## src/rtl/imem_loader_pkg.sv

```systemverilog
// Shared definitions for the instruction-memory loader: FSM state encoding
// and frame-field constants.
package imem_loader_pkg;

    typedef enum logic [2:0] {
        ST_IDLE   = 3'd0,
        ST_LEN_LO = 3'd1,
        ST_LEN_HI = 3'd2,
        ST_DATA   = 3'd3,
        ST_CSUM   = 3'd4,
        ST_DONE   = 3'd5,
        ST_ERR    = 3'd6
    } state_t;

    localparam int unsigned WORD_BYTES = 4;

endpackage

```

## src/rtl/imem_loader_byte_packer.sv

```systemverilog
// Packs accepted stream bytes (LSB first) into 32-bit words and emits a
// one-cycle word_valid pulse the cycle after the fourth byte is accepted.
module imem_loader_byte_packer
    import imem_loader_pkg::*;
(
    input  logic        clock,
    input  logic        reset_n,
    input  logic        i_clear,
    input  logic        i_accept,
    input  logic [7:0]  i_byte,
    output logic        o_last,
    output logic        o_word_valid,
    output logic [31:0] o_word
);

    logic [1:0]  r_idx;
    logic [31:0] r_shift;
    logic [31:0] r_word;
    logic        r_word_valid;
    logic [31:0] w_next;

    assign w_next       = {i_byte, r_shift[31:8]};
    assign o_last       = (r_idx == 2'(WORD_BYTES - 1));
    assign o_word_valid = r_word_valid;
    assign o_word       = r_word;

    // NOTE: sequential state uses non-blocking assignments so every register
    // samples pre-edge values, independent of statement order.
    always_ff @(posedge clock or negedge reset_n) begin
        if (!reset_n) begin
            r_idx        <= '0;
            r_shift      <= '0;
            r_word       <= '0;
            r_word_valid <= 1'b0;
        end else begin
            r_word_valid <= 1'b0;
            if (i_clear) begin
                r_idx   <= '0;
                r_shift <= '0;
            end else if (i_accept) begin
                r_shift <= w_next;
                r_idx   <= r_idx + 2'd1;
                // The completed word is latched so it stays stable while the
                // next word starts shifting in during the write strobe.
                if (o_last) begin
                    r_word       <= w_next;
                    r_word_valid <= 1'b1;
                end
            end
        end
    end

endmodule

```

## src/rtl/imem_loader.sv

```systemverilog
// Framed byte-stream loader for the CPU instruction memory: parses length,
// writes words at consecutive addresses, verifies the XOR checksum.
module imem_loader
    import imem_loader_pkg::*;
#(
    parameter int unsigned             ADDR_WIDTH = 64,
    parameter logic [ADDR_WIDTH-1:0]   BASE_ADDR  = '0,
    parameter int unsigned             MAX_WORDS  = 1024
) (
    input  logic                  clock,
    input  logic                  reset_n,
    input  logic                  start,
    input  logic                  in_valid,
    input  logic [7:0]            in_data,
    output logic                  in_ready,
    output logic                  mem_we,
    output logic [ADDR_WIDTH-1:0] mem_addr,
    output logic [31:0]           mem_wdata,
    output logic                  cpu_hold,
    output logic                  done,
    output logic                  error
);

    state_t                r_state;
    logic                  r_in_ready;
    logic                  r_cpu_hold;
    logic                  r_done;
    logic                  r_error;
    logic [ADDR_WIDTH-1:0] r_mem_addr;
    logic [7:0]            r_csum;
    logic [7:0]            r_len_lo;
    logic [15:0]           r_len;
    logic [15:0]           r_count;

    logic                  w_accept;
    logic                  w_data_accept;
    logic                  w_start_ok;
    logic [15:0]           w_len;
    logic [15:0]           w_count_next;
    logic                  w_last_byte;
    logic                  w_word_valid;
    logic [31:0]           w_word;

    assign w_accept      = in_valid && r_in_ready;
    assign w_data_accept = w_accept && (r_state == ST_DATA);
    assign w_start_ok    = start && ((r_state == ST_IDLE) || (r_state == ST_DONE) ||
                                     (r_state == ST_ERR));
    assign w_len         = {in_data, r_len_lo};
    assign w_count_next  = r_count + 16'd1;

    imem_loader_byte_packer u_packer (
        .clock        (clock),
        .reset_n      (reset_n),
        .i_clear      (w_start_ok),
        .i_accept     (w_data_accept),
        .i_byte       (in_data),
        .o_last       (w_last_byte),
        .o_word_valid (w_word_valid),
        .o_word       (w_word)
    );

    assign in_ready  = r_in_ready;
    assign mem_we    = w_word_valid;
    assign mem_addr  = r_mem_addr;
    assign mem_wdata = w_word;
    assign cpu_hold  = r_cpu_hold;
    assign done      = r_done;
    assign error     = r_error;

    always_ff @(posedge clock or negedge reset_n) begin
        if (!reset_n) begin
            r_state    <= ST_IDLE;
            r_in_ready <= 1'b0;
            r_cpu_hold <= 1'b0;
            r_done     <= 1'b0;
            r_error    <= 1'b0;
            r_mem_addr <= BASE_ADDR;
            r_csum     <= '0;
            r_len_lo   <= '0;
            r_len      <= '0;
            r_count    <= '0;
        end else begin
            if (w_accept)
                r_csum <= r_csum ^ in_data;
            // Address steps after each strobe and simply wraps at the top.
            if (w_word_valid)
                r_mem_addr <= r_mem_addr + ADDR_WIDTH'(WORD_BYTES);

            case (r_state)
                ST_IDLE, ST_DONE, ST_ERR: begin
                    if (w_start_ok) begin
                        r_state    <= ST_LEN_LO;
                        r_csum     <= '0;
                        r_count    <= '0;
                        r_done     <= 1'b0;
                        r_error    <= 1'b0;
                        r_mem_addr <= BASE_ADDR;
                        r_cpu_hold <= 1'b1;
                        r_in_ready <= 1'b1;
                    end
                end
                ST_LEN_LO: begin
                    if (w_accept) begin
                        r_len_lo <= in_data;
                        r_state  <= ST_LEN_HI;
                    end
                end
                ST_LEN_HI: begin
                    if (w_accept) begin
                        r_len <= w_len;
                        if (32'(w_len) > MAX_WORDS) begin
                            r_state    <= ST_ERR;
                            r_error    <= 1'b1;
                            r_in_ready <= 1'b0;
                        end else if (w_len == 16'd0) begin
                            r_state <= ST_CSUM;
                        end else begin
                            r_state <= ST_DATA;
                        end
                    end
                end
                ST_DATA: begin
                    if (w_data_accept && w_last_byte) begin
                        r_count <= w_count_next;
                        if (w_count_next == r_len)
                            r_state <= ST_CSUM;
                    end
                end
                ST_CSUM: begin
                    if (w_accept) begin
                        r_in_ready <= 1'b0;
                        if (in_data == r_csum) begin
                            r_state    <= ST_DONE;
                            r_done     <= 1'b1;
                            r_cpu_hold <= 1'b0;
                        end else begin
                            r_state <= ST_ERR;
                            r_error <= 1'b1;
                        end
                    end
                end
                default: r_state <= ST_IDLE;
            endcase
        end
    end

endmodule

```

## config.mk

```make
export PLATFORM = sky130hd
export DESIGN_NAME = imem_loader
export DESIGN_NICKNAME = d
export VERILOG_FILES = /design/src/rtl/imem_loader_pkg.sv /design/src/rtl/imem_loader_byte_packer.sv /design/src/rtl/imem_loader.sv
export SDC_FILE = /design/constraint.sdc
export NUM_CORES = 1
export LEC_CHECK = 0
export CAP_MARGIN = 30
export CORE_UTILIZATION = 57
export DETAILED_ROUTE_END_ITERATION = 12
export PLACE_DENSITY = 0.92
export SYNTH_ARGS = -nofsm -noshare
export SYNTH_HDL_FRONTEND = slang
export SYNTH_SLANG_ARGS = --single-unit
```

## constraint.sdc

```tcl
create_clock -name clock -period 6.5 [get_ports clock]
set_input_delay 0.65 -clock clock [delete_from_list [all_inputs] [get_ports clock]]
set_output_delay 0.65 -clock clock [all_outputs]
set_load 0.01 [all_outputs]
```

==> results of run 1 <==
## routing by layer
metal	up-vias	share of wire, %
met5	-	0
met4	0	2.5
met3	47	7.1
met2	245	49
met1	3497	41
li1	3274	-
## where the power goes
part / total [mW] / switching [mW] / internal (mW) / leakage, nW
Combinational: 0.0433 / 0.0321 / 0.0113 / 2.08
Clock: 1.01 / 0.428 / 0.586 / 0.289
Sequential: 1.10 / 0 / 1.10 / 2.10
Total: 2.15 / 0.460 / 1.69 / 4.47
## worst max path at each step
stage                          start          end  depth (start not counted)
final                       in_valid   r_count[3]                          9
after CTS                   in_valid   r_count[3]                          9
after global placement      in_valid  r_count[14]                          9
after detailed placement    in_valid  r_count[14]                          9
after floorplan           in_data[2]     cpu_hold                          7
after global routing      r_state[0]   r_count[3]                          6
## cell usage after synthesis (4+ instances only)
| cell | count | area share, % |
|---|---|---|
| a21oi_1 | 41 | 2.4 |
| and2_1 | 7 | 0.51 |
| and3_1 | 16 | 1.2 |
| and4_1 | 15 | 1.5 |
| buf_2 | 12 | 0.70 |
| clkbuf_1 | 38 | 1.7 |
| dfrtp_1 | 176 | 51 |
| inv_1 | 10 | 0.43 |
| mux2_2 | 23 | 3.0 |
| nand2_1 | 196 | 8.5 |
| nand3_1 | 31 | 1.8 |
| nand4_1 | 26 | 1.9 |
| nor2_1 | 88 | 3.8 |
| nor3_1 | 9 | 0.52 |
| nor3_2 | 4 | 0.46 |
| nor4_2 | 6 | 0.87 |
| o21ai_0 | 35 | 2.0 |
| o31ai_1 | 8 | 0.70 |
| or2_2 | 6 | 0.43 |
| or3_1 | 4 | 0.29 |
| xnor2_1 | 40 | 4.1 |
| xor2_1 | 51 | 5.2 |
## placed cells by master, fill, tap and decap left out, drive strengths merged, types with 3 or more instances in the layout
master	n
nand2	196
dfrtp	176
clkdlybuf4s50	109
nor2	88
xor2	51
a21oi	41
xnor2	40
o21ai	36
nand3	32
nand4	29
mux2	23
clkbuf	19
and3	16
and4	16
nor3	13
inv	12
buf	10
or2	9
nor4	9
o31ai	8
and2	7
clkinv	7
or3	4
nor4b	4
or4	3
nand2b	3
o41ai	3
nor2b	3
ha	3
nor3b	3
o21a	3
## state kept, by name, indices dropped and copies added, names as in the netlist
signal / count
u_packer.r_idx: 2
r_len: 16
cpu_hold: 1
r_count: 16
in_ready: 1
done: 1
u_packer.r_shift: 24
r_csum: 8
r_len_lo: 8
u_packer.o_word_valid: 1
error: 1
mem_addr: 62
r_state: 3
u_packer.o_word: 32
## critical path, delay by kind of cell
family,cells,cell delay [ns]
AOI/OAI and AO/OA,2,0.38
buffers and inverters,3,0.72
and+or+nand+nor,4,1.16
## logic make-up (layout without fill, tap and decap cells)
| kind of cell | Yosys count | count (layout) | synth area share, % |
|---|---|---|---|
| buf+inv | 65 | 161 | 3.13 |
| compound gates | 112 | 112 | 7.75 |
| simple gates | 441 | 441 | 25.1 |
| flops | 176 | 176 | 51.0 |
| mux | 25 | 25 | 3.23 |
| other cells | 1 | 2 | 0.0434 |
| xor+xnor | 91 | 91 | 9.23 |
| fa+ha+maj | 3 | 3 | 0.435 |
## final cells by class
type	instances	area (um2)	area share, %
inverter	10	37.5	0.360
tap	184	230	2.21
clock inverter	13	135	1.30
timing repair buffer	119	1190	11.4
clock buffer	19	453	4.34
sequential	176	4400	42.2
multi-input combinational	674	3980	38.1
==> impl_metrics.tcl, run 1 <==
set metrics [dict create \
    slowest_stage "nor2_1" \
    nNetsFinal 1013 \
    cts_max_level 4 \
    wl_per_cell_um 16.9 \
    hp-class "input pin to asynchronous set/reset pin" \
    max_stage_delay_ns 0.67 \
    yosys_warnings 0 \
    layout_setup_ws_ns 3.92 \
    row_count 44 \
    syn_avg_cell_area_um2 9.44 \
    p_per_area_nw_per_um2 206 \
    hold-worst-slack_ns 0.162 \
    tightestPinTransition_ns 0.886 \
    worstReg2RegStart "r_state[0]" \
    start_kind "input pin" \
    crit_chain "clkdlybuf4s50_1 -> nand2_1 -> nor2_2 -> buf_4 -> nand2_1 -> inv_1 -> nor2_1 -> o21ai_0 -> o31ai_1" \
    clock-sinks 176 \
    ir_drop_uv 174 \
    grt_max_degree 65 \
    track_usage_pct 27.2 \
    dieArea_um2 15600 \
    status "finished clean" \
    fp.dieH_um 125 \
    crit_path_frequent_cell "nand2_1" \
    start_util_pct 58.9 \
    synth_cell_types 63 \
    num_antenna_cells 0 \
    synth-async-reset-ratio_pct 100 \
    final_cells 1195 \
    cap_violations 0 \
    num_io_pins 113 \
    drv_slew 0 \
    clkSlewWorstSetupHoldPaths_ns 0.06 \
    grt_overflow 0 \
    grtUsageMet2_pct 44.5 \
    regToRegEndpoint "r_count[3]" \
    cts.repair.resized 0 \
    drc_errors 0 \
    cp-end-kind "flop" \
    vias 7063 \
    dpl_cell_area_um2 9850 \
    avgViaCountPerCell 5.91 \
    synth_edf_count 0 \
    synth_seq_area_share_pct 51.0 \
    finalInstanceArea_um2 10400 \
    finalPower_mw 2.15 \
    drt_iter0_markers 506 \
    max_freq_ghz 0.388 \
    grt_pass1_vias 6863 \
    place.gp.congestion 0.875 \
    fin_crit_sh_pct 39.6 \
    syn_inst 914 \
    finalCriticalPeriod_ns 2.58 \
    hold_viol 0 \
    required_ns 6.84 \
    final_layout_size_suffix_gt1_share_pct 9.30 \
    root_buffer "clkbuf_16" \
    critical_path.max_fanout 29 \
    portBuffers 110 \
    crit_type "input pin to flop" \
    cts_buffers 17 \
    antenna_found_initial 0 \
    fin_worst_skew_ns 0.00670 \
    rsz0062_at_grt "no" \
    first_pass_iters 9 \
    grt_pass1_wl_um 34000 \
    fp.dieW_um 125 \
    cts_hold_buf 0 \
    grt.met3_usage_pct 7.83 \
    postCtsSetupBuffers 0 \
    cts_tree "done" \
    leakage_nw 4.47 \
    finalSetupViolCount 0 \
    wl_um 20200 \
    arrival_ns 2.91 \
    cts_buffer_depth 2 \
    synthToLayoutAreaGrowth_pct 20.9 \
    synth_flop_cell "dfrtp_1" \
    grt.busiest_layer "met2" \
    met1_usage_pct 34.5 \
    dp_hpwl_um 13500 \
    ys_seq_elements 176 \
    place_ws_ns 3.56 \
    final_util_pct 71.2 \
    synthesis.area_um2 8630 \
    tns_ns 0 \
    postRouteAntennaNets 0 \
    fillers 1034 \
    core_um2 14600 \
    dp_cells 1163 \
    ff2ff_setup_slack_ns 3.96 \
    relSlewSlack_pct 40.7 \
    reg2regPathDepth 6 \
    insertion_delay_ns 0.43 \
]
(Power assumes the default switching activity.)
==> inputs of run 2 (changes only) <==
Settings changed: CORE_UTILIZATION 57 to 56, PLACE_DENSITY 0.92 to 0.91.
Clock period 6.5 ns to 2.5 ns, I/O delays scaled along.
==> run 2 against run 1 <==
Net effect: register-to-register slack got worse by 3.9 ns; global-route usage rose by 2.3 points; clock skew rose by 0.0031 ns; die area rose by 1.8%; combinational power rose to 2.9 times the previous value; non-clock buffer count rose by 23; wire length rose by 9.4%; sequential power rose to 2.6 times the previous value; cell count rose by 2.3%; critical path type is now flop to flop; critical endpoint is now mem_addr[60]; highest routed layer unchanged.
==> impl_metrics.tcl, run 2 (synthesized netlist as in run 1, its figures left out) <==
set metrics [dict create \
    crit_start "u_packer.o_word_valid" \
    postCtsSetupBuffers 0 \
    finalCriticalPeriod_ns 2.41 \
    max_freq_ghz 0.416 \
    regToRegEndpoint "mem_addr[60]" \
    grt_pass1_wl_um 36900 \
    row_count 45 \
    max_stage_delay_ns 0.75 \
    dp_hpwl_um 13700 \
    tns_ns 0 \
    worstReg2RegStart "u_packer.o_word_valid" \
    p_sw_mw 1.28 \
    status "finished clean" \
    grt_overflow 0 \
    portBuffers 110 \
    fin_worst_skew_ns 0.00977 \
    cp-end-kind "flop" \
    endpoint "mem_addr[60]" \
    largest_reg_flops 62 \
    internal_power_mw 4.40 \
    cts_buffers 17 \
    postRouteAntennaNets 0 \
    ir_drop_uv 459 \
    root_buffer "clkbuf_16" \
    final_common_cell "nand2_1" \
    drv_slew 0 \
    clkSlewWorstSetupHoldPaths_ns 0.07 \
    ff2ff_setup_slack_ns 0.09 \
    fin_crit_sh_pct 96.2 \
    comb_power_share_pct 2.2 \
    cts_buffer_depth 2 \
    crit_type "flop to flop" \
    dieArea_um2 15900 \
    required_ns 2.84 \
    nNetsFinal 1036 \
    track_usage_pct 29.5 \
    relSlewSlack_pct 36.1 \
    num_antenna_cells 0 \
    start_util_pct 57.0 \
    finalSetupViolCount 0 \
    grt_pass1_vias 7235 \
    slowest_stage "or4_1" \
    wl_um 22000 \
    critical_path.max_fanout 7 \
    clock-sinks 176 \
    hold-worst-slack_ns 0.389 \
    cts_tree "done" \
    p_clk_share_pct 47.6 \
    vias 7389 \
    cts_max_level 4 \
    first_pass_iters 5 \
    drt_iter0_markers 692 \
    start_kind "flop" \
    reg2regPathDepth 6 \
    p_seq_share_pct 50.1 \
    place.gp.congestion 0.862 \
    synthToLayoutAreaGrowth_pct 23.3 \
    tightestPinTransition_ns 0.954 \
    drc_errors 0 \
    crit_chain "and4_4 -> nand4_1 -> or4_1 -> nor4_2 -> xnor2_1 -> nor2_1" \
    insertion_delay_ns 0.45 \
    final_layout_size_suffix_gt1_share_pct 11.1 \
    grt_max_degree 100 \
    avgViaCountPerCell 6.05 \
    arrival_ns 2.74 \
    num_io_pins 113 \
    p_sw_share_pct 22.5 \
    core_um2 15100 \
    fp.dieW_um 126 \
    leakage_nw 4.58 \
    rsz0062_at_grt "no" \
    cts.repair.resized 0 \
    cap_violations 0 \
    hold_viol 0 \
    p_per_area_nw_per_um2 534 \
    antenna_found_initial 0 \
    wl_per_cell_um 18.0 \
    final_cell_mix "nand2_1, dfrtp_1, clkdlybuf4s50_1" \
    hp-class "input pin to asynchronous set/reset pin" \
    fp.dieH_um 126 \
]
run 2: worst max-delay path: cells and delay by family (launching register included):
family	cells	cell delay [ns]
AND/OR/NAND/NOR	5	1.66
flip-flops	1	0.53
XOR/XNOR	1	0.11
run 2: timing repair:
action,in CTS,in global routing
endpoints found under the hold margin,63,0
hold buffers,1,0
setup endpoints to repair,0,0
run 2: stage by stage:
stage	area, um2	util, %	total power, mW	setup WS [ns]	instances
after floorplan	8640	-	2.92	0.426	915
after global placement	10000	66.2	3.03	0.209	1189
after detailed placement	10000	66.2	3.03	0.171	1189
after CTS	10600	70.3	5.69	0.109	1222
after global routing	10600	70.3	5.85	0.0127	1222
final	10600	70.3	5.68	0.0941	1222
run 2: power by group through the flow:
stage / Combinational, mW / Clock [mW] / Sequential [mW]
after floorplan: 0.0200 / 0 / 2.90
after global placement: 0.126 / 0 / 2.90
after detailed placement: 0.128 / 0 / 2.90
after CTS: 0.131 / 2.72 / 2.85
after global routing: 0.144 / 2.86 / 2.84
final: 0.127 / 2.70 / 2.85
run 2: worst min-delay path by stage:
stage	start	endpoint	slack [ns]
global route	reset_n	r_count[8]	0.46
detailed placement	reset_n	u_packer.r_shift[24]	0.31
finish	reset_n	r_count[4]	0.39
CTS	reset_n	cpu_hold	0.43
floorplan	reset_n	cpu_hold	-0.05
global placement	reset_n	u_packer.r_shift[25]	0.31
run 2: area by class of cell:
cell class	count	area, um2
multi-input combinational	674	3970
clock buffer	19	443
sequential	176	4400
fill	1013	4510
inverter	10	37.5
timing repair buffer	142	1400
tap	188	235
clock inverter	13	154
run 2: per-layer routing:
metal | wire length, um | global-route usage, %
met5 | 0 | 0
met4 | 861 | 13.9
met3 | 1840 | 8.07
met2 | 10700 | 47.1
met1 | 8680 | 37.4
